==> src/rtl/virtual_input_ctrl.sv <==
// virtual_input_ctrl: virtual push-buttons (active-low) and slide switches, updated by indexed host commands.
// Define VIRTUAL_INPUT_PULSE_EN to make button TOGGLE a momentary press of PULSE_CYCLES clocks.
module virtual_input_ctrl #(
  parameter int NUM_BUTTONS  = 4,
  parameter int NUM_SWITCHES = 18,
  parameter int IDX_W        = 5,
  parameter int SYNC_STAGES  = 2,
  parameter int PULSE_CYCLES = 8
) (
  input  logic                    clk,
  input  logic                    reset,
  input  logic [IDX_W-1:0]        cmd_index,
  input  logic [1:0]              cmd_op,
  input  logic                    cmd_strobe,
  output logic [NUM_BUTTONS-1:0]  buttons_n,
  output logic [NUM_SWITCHES-1:0] switches,
  output logic                    cmd_ack,
  output logic                    cmd_err,
  output logic                    busy
);

  localparam int NUM_TARGETS = NUM_BUTTONS + NUM_SWITCHES;

  typedef enum logic [1:0] {
    OP_TOGGLE    = 2'b00,
    OP_SET       = 2'b01,
    OP_RELEASE   = 2'b10,
    OP_RESET_ALL = 2'b11
  } op_e;

  logic [SYNC_STAGES-1:0]  sync_q, sync_d;
  logic                    strobe_prev_q, strobe_prev_d;
  logic                    strobe_edge;
  logic [NUM_BUTTONS-1:0]  buttons_n_q, buttons_n_d;
  logic [NUM_SWITCHES-1:0] switches_q, switches_d;
  logic                    cmd_ack_q, cmd_ack_d;
  logic                    cmd_err_q, cmd_err_d;

  logic [31:0]             idx_ext;
  logic                    idx_valid;
  logic                    idx_is_btn;
  logic [NUM_BUTTONS-1:0]  btn_mask;
  logic [NUM_SWITCHES-1:0] sw_mask;

`ifdef VIRTUAL_INPUT_PULSE_EN
  localparam int CNT_W = $clog2(PULSE_CYCLES + 1);
  logic [CNT_W-1:0]        pulse_cnt_q, pulse_cnt_d;
  logic [NUM_BUTTONS-1:0]  pulse_mask_q, pulse_mask_d;
  logic                    busy_q, busy_d;
`endif

  // Edge register starts at 1 so a strobe already high when reset drops is not a command.
  assign strobe_edge = sync_q[SYNC_STAGES-1] & ~strobe_prev_q;

  // Decode the command index into one-hot button/switch masks (bit order is reversed).
  always_comb begin
    idx_ext    = {{(32-IDX_W){1'b0}}, cmd_index};
    idx_valid  = (idx_ext < 32'(NUM_TARGETS));
    idx_is_btn = (idx_ext < 32'(NUM_BUTTONS));
    for (int b = 0; b < NUM_BUTTONS; b++) begin
      btn_mask[b] = (idx_ext == 32'(NUM_BUTTONS - 1 - b));
    end
    for (int s = 0; s < NUM_SWITCHES; s++) begin
      sw_mask[s] = (idx_ext == 32'(NUM_TARGETS - 1 - s));
    end
  end

  // Next-state logic: synchroniser, pulse engine and command application.
  always_comb begin
    sync_d        = {sync_q[SYNC_STAGES-2:0], cmd_strobe};
    strobe_prev_d = sync_q[SYNC_STAGES-1];
    buttons_n_d   = buttons_n_q;
    switches_d    = switches_q;
    cmd_ack_d     = 1'b0;
    cmd_err_d     = 1'b0;
`ifdef VIRTUAL_INPUT_PULSE_EN
    pulse_cnt_d   = pulse_cnt_q;
    pulse_mask_d  = pulse_mask_q;
    if (pulse_cnt_q != {CNT_W{1'b0}}) begin
      pulse_cnt_d = pulse_cnt_q - CNT_W'(1);
      if (pulse_cnt_q == CNT_W'(1)) begin
        buttons_n_d = buttons_n_d | pulse_mask_q;
      end else begin
        buttons_n_d = buttons_n_d;
      end
    end else begin
      pulse_cnt_d = pulse_cnt_q;
    end
`endif

    if (strobe_edge) begin
      case (cmd_op)
        OP_RESET_ALL: begin
          buttons_n_d = {NUM_BUTTONS{1'b1}};
          switches_d  = {NUM_SWITCHES{1'b0}};
          cmd_ack_d   = 1'b1;
`ifdef VIRTUAL_INPUT_PULSE_EN
          pulse_cnt_d = {CNT_W{1'b0}};
`endif
        end
        default: begin
          if (!idx_valid) begin
            cmd_err_d = 1'b1;
`ifdef VIRTUAL_INPUT_PULSE_EN
          end else if (idx_is_btn && busy_q) begin
            cmd_err_d = 1'b1;
`endif
          end else begin
            cmd_ack_d = 1'b1;
            case (cmd_op)
              OP_TOGGLE: begin
                if (idx_is_btn) begin
`ifdef VIRTUAL_INPUT_PULSE_EN
                  buttons_n_d  = buttons_n_d & ~btn_mask;
                  pulse_cnt_d  = CNT_W'(PULSE_CYCLES);
                  pulse_mask_d = btn_mask;
`else
                  buttons_n_d  = buttons_n_d ^ btn_mask;
`endif
                end else begin
                  switches_d = switches_d ^ sw_mask;
                end
              end
              OP_SET: begin
                buttons_n_d = buttons_n_d & ~btn_mask;
                switches_d  = switches_d | sw_mask;
              end
              OP_RELEASE: begin
                buttons_n_d = buttons_n_d | btn_mask;
                switches_d  = switches_d & ~sw_mask;
              end
              default: begin
                buttons_n_d = buttons_n_d;
                switches_d  = switches_d;
              end
            endcase
          end
        end
      endcase
    end else begin
      cmd_ack_d = 1'b0;
      cmd_err_d = 1'b0;
    end

`ifdef VIRTUAL_INPUT_PULSE_EN
    busy_d = (pulse_cnt_d != {CNT_W{1'b0}});
`endif
  end

  // State registers with synchronous reset.
  always_ff @(posedge clk) begin
    if (reset) begin
      sync_q        <= {SYNC_STAGES{1'b1}};
      strobe_prev_q <= 1'b1;
      buttons_n_q   <= {NUM_BUTTONS{1'b1}};
      switches_q    <= {NUM_SWITCHES{1'b0}};
      cmd_ack_q     <= 1'b0;
      cmd_err_q     <= 1'b0;
`ifdef VIRTUAL_INPUT_PULSE_EN
      pulse_cnt_q   <= {CNT_W{1'b0}};
      pulse_mask_q  <= {NUM_BUTTONS{1'b0}};
      busy_q        <= 1'b0;
`endif
    end else begin
      sync_q        <= sync_d;
      strobe_prev_q <= strobe_prev_d;
      buttons_n_q   <= buttons_n_d;
      switches_q    <= switches_d;
      cmd_ack_q     <= cmd_ack_d;
      cmd_err_q     <= cmd_err_d;
`ifdef VIRTUAL_INPUT_PULSE_EN
      pulse_cnt_q   <= pulse_cnt_d;
      pulse_mask_q  <= pulse_mask_d;
      busy_q        <= busy_d;
`endif
    end
  end

  assign buttons_n = buttons_n_q;
  assign switches  = switches_q;
  assign cmd_ack   = cmd_ack_q;
  assign cmd_err   = cmd_err_q;
`ifdef VIRTUAL_INPUT_PULSE_EN
  assign busy      = busy_q;
`else
  assign busy      = 1'b0;
`endif

endmodule
==> config.mk <==
export PLATFORM = sky130hd
export DESIGN_NAME = virtual_input_ctrl
export DESIGN_NICKNAME = d
export VERILOG_FILES = /design/src/rtl/virtual_input_ctrl.sv
export SDC_FILE = /design/constraint.sdc
export NUM_CORES = 1
export LEC_CHECK = 0
export CORE_UTILIZATION = 59
export CTS_BUF_LIST = sky130_fd_sc_hd__clkbuf_4
export CTS_CLUSTER_DIAMETER = 40
export CTS_CLUSTER_SIZE = 28
export DETAILED_ROUTE_END_ITERATION = 6
export PLACE_DENSITY = 0.93
export SLEW_MARGIN = 20
export SYNTH_ARGS = -nofsm -noshare
export SYNTH_HDL_FRONTEND = slang
export SYNTH_SLANG_ARGS = --single-unit
==> constraint.sdc <==
create_clock -name clk -period 3.8 [get_ports clk]
set_clock_uncertainty 0.05 [all_clocks]
set_input_delay 1.14 -clock clk [delete_from_list [all_inputs] [get_ports clk]]
set_output_delay 1.14 -clock clk [all_outputs]
set_load 0.01 [all_outputs]
# After elaboration in Yosys (flattened, before gate mapping)
# Cells that the tools add are included.
# totals
input_bits	10
output_inout_bits	25
ff_bits	27
elab_cells	64
# op_classes
order_cmp	2
n_eq_ne	26
bitwise_logic	11
n_mux	11
reduce_logical	8
# op_table
cell	count
18-bit two-way mux	3
18-bit case mux with 3 select lines	1
5-bit by 4-bit equality test with 1-bit output (second input constant)	8
5-bit equality test (second input constant)	6
5-bit by 3-bit equality test with 1-bit output (second input constant)	4
18-bit bitwise AND	1
18-bit NOT	1
18-bit OR	1
18-bit bitwise XOR	1
4-bit two-way mux	3
4-bit case mux with 3 select lines	1
5-bit by 2-bit equality test with 1-bit output (second input constant)	2
4-bit AND reduction	2
3-bit by 2-bit inequality test with 1-bit output (second input constant)	2
5-bit by 1-bit equality test with 1-bit output (second input constant)	1
5-bit logical NOT	1
5-bit by 3-bit < comparator with 1-bit output (second input constant)	1
5-bit < comparator (second input constant)	1
4-bit bitwise AND	1
2-bit equality test (second input constant)	2
4-bit NOT	1
4-bit OR	1
4-bit nonzero test	1
4-bit bitwise XOR	1
other kinds (8)	11

# Longest topological paths before layout
# depth
ltp_word	6
mapped_depth	8
depth_no_buf	7

# Least setup slack after synthesis
# Ideal clock, no wire load.
# synth_path
kind	input-to-reg
from	in cmd_index[2]
to	reg switches_q[9] (netlist: switches[9])
n_path_buf	2
path_stages	8
arrival_time_ns	2.855
required_ns	3.678
setup_time_ns	0.072
slack_ns	0.824
path_cell_list	buf_2 > nor2b_1 > clkbuf_1 > or3b_2 > ha_1 > nor2_1 > a311o_1 > mux2i_1
# synth_between
elab_chain_cells	6
word_cells_on_any_way	14
classes_between	2 x order compare; 2 x eq/ne; 4 x mux; 4 x bitwise; 2 x reduce/logical
# synth_lines
item	line	text
from (decl)	12	input logic [IDX_W-1:0] cmd_index,
5-bit by 4-bit equality test with 1-bit output	64	sw_mask[s] = (idx_ext == 32'(NUM_TARGETS - 1 - s));
18-bit bitwise XOR or 18-bit NOT (tied branches)	121, 130	
18-bit two-way mux or 18-bit bitwise AND (tied branches)	112, 130	
18-bit case mux with 3 select lines	110	case (cmd_op)
18-bit two-way mux	102	if (!idx_valid) begin
18-bit two-way mux	92	case (cmd_op)
to (signal assigned)	156	switches_q <= {NUM_SWITCHES{1'b0}};
to (signal assigned)	168	switches_q <= switches_d;
to (decl)	35	logic [NUM_SWITCHES-1:0] switches_q, switches_d;
# Parallel ways exist; a longest one is shown, timed or not. The select of a mux whose other input is x is not followed.
# A chain may end at the register's enable or synchronous reset.

# Final worst setup path
# layout_path
from	in cmd_index[1]
to	reg switches_q[3] (netlist: switches[3])
# layout_between
elab_chain_cells	6
word_cells_on_any_way	14
classes_between	2 x order compare; 2 x eq/ne; 4 x mux; 4 x bitwise; 2 x reduce/logical
# layout_lines
item	line
5-bit equality test	64
18-bit bitwise XOR or 18-bit NOT (tied branches)	121, 130
18-bit two-way mux or 18-bit bitwise AND (tied branches)	112, 130
18-bit case mux with 3 select lines	110
18-bit two-way mux	102
18-bit two-way mux	92
# Parallel ways exist; a longest one is shown, timed or not. The select of a mux whose other input is x is not followed.

==> summary.md <==
| Metric | Value |
|---|---|
| Result of the run | `completed` |
| Post-synth net total | `366` |
| Post-route antenna net violation count | `0` |
| DRT iter0 DRCs | `108` |
| Simple-gate portion of the synthesized area | `0.2820` |
| Number of filler cells placed in the layout | `306` |
| Worst hold path cell count | `1` |
| Final Hold Vio Count | `0` |
| Time the worst path needs with I/O delays and setup | `3.064 ns` |
| Horizontal die dimension | `67.13 um` |
| Layout-stage area growth over the synthesis result | `15.20%` |
| Crit-path max FO | `12` |
| Iteration count of the initial detailed-routing pass | `4` |
| Post-CTS sizing | `0` |
| TritonCTS buffer count | `3` |
| Sequential group share of total power | `0.517` |
| Estimated wirelength of the detail-placed design | `3758 um` |
| Number of enable flip-flop cells after synthesis | `0` |
| Depth of the worst register-to-register path | `5` |
| Maximum vdd drop | `0.1276 mV` |
| Pin count of the biggest net entering global routing | `45` |
| Congestion Overflow GR | `0` |
| Max Buffers Root-to-Sink | `2` |
| Final core utilization | `0.7155` |
| Multiplexer area fraction after synthesis | `0.08800` |
| Io pins | `35` |
| Number of instances in the synthesized netlist | `308` |
| Floorplan Core Area | `4029 um2` |
| Setup repair after global routing missed its margin | `false` |
| DRC errors left | `0` |
| Lkg Pwr | `1.039 nW` |
| Final wirelength | `5355 um` |
| Element type at the critical path start | `input port` |
| Top_reg_cell synth | `sky130_fd_sc_hd__dfxtp_1` |
| Synth Area in XOR/XNOR | `0` |
| Final weighted congestion in routability-driven placement | `0.8185` |
| Buffer cell driving the clock tree root | `sky130_fd_sc_hd__clkbuf_4` |
| Clock Pin Slew Worst Setup and Hold Paths | `0.16 ns` |
| Tightest Hold Check Type | `flop to flop` |
| Synth Area in Compound Gates | `0.09000` |
| # port buffers | `33` |
| Global-route wire length before repair | `8797 um` |
| Final sum of negative setup slack | `0 ns` |
| Endpoint of the most critical register-to-register path | `switches[14]$_SDFFE_PP0P_` |
| Switching Fraction | `0.3040` |
| Overall track demand over capacity in global routing | `0.2543` |
| Maximum clock rate | `0.3264 GHz` |
| Post-synthesis sequential element count | `27` |
| P_int | `0.0003886 W` |
| Die height | `67.13 um` |
| Worst setup slack after placement | `0.3416 ns` |
| Worst-Skew Late Latency | `0.33 ns` |
| Worst slew pin tran | `0.7116 ns` |
| Period utilization | `0.8064` |
| Effective utilization at floorplan | `0.6211` |
| Sequential share of the synthesized area | `0.2160` |
| CTS tree | `yes` |
| # clock sinks | `27` |
| Count of hold-fix buffers inserted at cts | `0` |
| Average detailed-routed wire length per instance | `14.02 um` |
| Setup repair bufs after CTS | `0` |
| FF-to-FF Start | `sync_q[1]$_SDFF_PP1_` |
| Setup crit start | `cmd_index[1]` |
| Sort of element at the end of the critical path | `flop` |
| Share of post-route cells with drive strength above 1 | `0.05723` |
| Syn_area_per_cell | `8.125 um2` |
| Cell area after synthesis | `2502 um2` |
| Warnings from Yosys | `0` |
| Total of endpoints with negative setup slack in the final report | `0` |
| Final Max Tran Viols | `0` |
| Relative max-transition margin | `0.5256` |
| Combinational share of power | `0.232` |
| Fin nets | `391` |
| Full die area | `4506 um2` |
| Switching pwr | `0.0001698 W` |
| WP data arrival | `3.29 ns` |
| Number of global-route vias before repair | `2014` |
| Power per cell area | `193.7 nW/um2` |
| Endpoint of the worst setup timing path | `switches[3]$_SDFFE_PP0P_` |
| Type of the worst setup path | `input port to flop` |
| H-tree depth | `1` |
| Worst Slack Setup Final | `0.7359 ns` |
| Hold Slack | `0.3851 ns` |
| Count of standard-cell rows | `23` |
| Clock share of power | `0.251` |
| Post-synthesis adder-cell area fraction | `0.2400` |
| Required @ worst endpoint | `4.02 ns` |
| Worst reg-to-reg setup slack | `2.19 ns` |
| Vias per std cell | `5.694` |
| Count of inserted antenna diode cells | `0` |
| Number of violations of the max-capacitance limit | `0` |
| Antenna violations before repair | `0` |
| Count of vias placed by the detailed router | `2175` |
| Number of distinct library cells after synthesis | `32` |
| Main combinational cell family by area after synthesis | `simple AND/OR/NAND/NOR gates` |
| Share of synthesized registers carrying an async set or reset | `0` |
-- area by class of cell --
type	count	area (um2)	share of cell area
timing repair buffer	41	390.4	0.1354
sequential	27	540.5	0.1875
inverter	26	97.59	0.03385
clock buffer	4	30.03	0.01042
multi-input combinational	234	1762	0.6111
tap	50	62.56	0.02170
-- power by group through the flow --
stage	Combinational (W)	Sequential, W	Clock, W
floorplan	0.0000889	0.000296	0
global placement	0.000123	0.000295	0
detailed placement	0.000127	0.000295	0
CTS	0.000128	0.000289	0.000145
global route	0.000142	0.000290	0.000154
finish	0.000129	0.000289	0.000140
-- synth_stat cells, drive strengths merged (2+ instances only) --
cell type | n | area (um2)
ha | 48 | 600.6
nand2b | 43 | 269.0
nor2 | 36 | 135.1
nand2 | 32 | 120.1
dfxtp | 27 | 540.5
inv | 26 | 97.59
mux2i | 22 | 220.2
a311o | 18 | 180.2
clkbuf | 15 | 56.30
buf | 6 | 52.55
a31oi | 5 | 31.28
nand3 | 5 | 25.02
nor3 | 4 | 31.28
or2 | 4 | 25.03
nand3b | 3 | 22.52
nor2b | 3 | 18.77
nand4 | 2 | 12.51
nor3b | 2 | 15.01
-- metal layers --
| metal | vias to the layer above | routed length [um] | track usage |
|---|---|---|---|
| met3 | 10 | 255 | 0.03425 |
| met1 | 1036 | 2414 | 0.3186 |
| met4 | 0 | 82 | 0.08245 |
| met5 | - | 0 | 0 |
| li1 | 1067 | - | - |
| met2 | 62 | 2603 | 0.4425 |
-- sequential cells by signal, summed over array words and instances (netlist names) --
signal / cells
strobe_prev_q: 1
cmd_ack: 1
sync_q: 2
cmd_err: 1
switches: 18
buttons_n: 4
-- worst min-delay path by stage --
stage / slack [ns] / endpoint / startpoint
after CTS: 0.39 / sync_q[1]$_SDFF_PP1_ / sync_q[0]$_SDFF_PP1_
after global placement: 0.35 / sync_q[1]$_SDFF_PP1_ / sync_q[0]$_SDFF_PP1_
final: 0.39 / sync_q[1]$_SDFF_PP1_ / sync_q[0]$_SDFF_PP1_
after global routing: 0.43 / sync_q[1]$_SDFF_PP1_ / sync_q[0]$_SDFF_PP1_
after floorplan: 0.34 / sync_q[1]$_SDFF_PP1_ / sync_q[0]$_SDFF_PP1_
after detailed placement: 0.35 / sync_q[1]$_SDFF_PP1_ / sync_q[0]$_SDFF_PP1_
-- cell families (layout without fill, tap and decap cells) --
logic type	after synthesis	count (layout)
AO/OA/AOI/OAI	25	25
adder cells (fa/ha/maj)	48	48
buffers and inverters	47	71
flip-flops	27	27
multiplexers	22	22
other	1	1
AND/OR/NAND/NOR	138	138
-- critical path: stages --
cell and delay, ns:
sky130_fd_sc_hd__clkdlybuf4s50_1 0.71, sky130_fd_sc_hd__nor2b_1 0.42, sky130_fd_sc_hd__nand3b_1 0.20, sky130_fd_sc_hd__ha_1 0.32
sky130_fd_sc_hd__nor2_1 0.04, sky130_fd_sc_hd__a311o_1 0.33, sky130_fd_sc_hd__mux2i_1 0.13
-- through the flow --
stage	cell area, um2	power (W)	instances
global route	2883	0.0005850	382
floorplan	2502	0.0003844	308
CTS	2883	0.0005620	382
global placement	2853	0.0004179	378
finish	2883	0.0005584	382
detailed placement	2853	0.0004225	378
-- cell usage in the layout, fill, tap and decap left out, types with 3 or more instances in the layout --
master / count
sky130_fd_sc_hd__ha_1: 48
sky130_fd_sc_hd__nand2b_1: 43
sky130_fd_sc_hd__nor2_1: 36
sky130_fd_sc_hd__clkdlybuf4s50_1: 33
sky130_fd_sc_hd__nand2_1: 32
sky130_fd_sc_hd__dfxtp_1: 27
sky130_fd_sc_hd__inv_1: 25
sky130_fd_sc_hd__mux2i_1: 22
sky130_fd_sc_hd__a311o_1: 18
sky130_fd_sc_hd__buf_4: 8
sky130_fd_sc_hd__nand3_1: 5
sky130_fd_sc_hd__a31oi_1: 4
sky130_fd_sc_hd__clkbuf_4: 4
sky130_fd_sc_hd__nor3_1: 3
sky130_fd_sc_hd__nor2b_1: 3
sky130_fd_sc_hd__nand3b_1: 3
sky130_fd_sc_hd__or2_2: 3
Note: power is estimated with default switching activity, not from simulation.
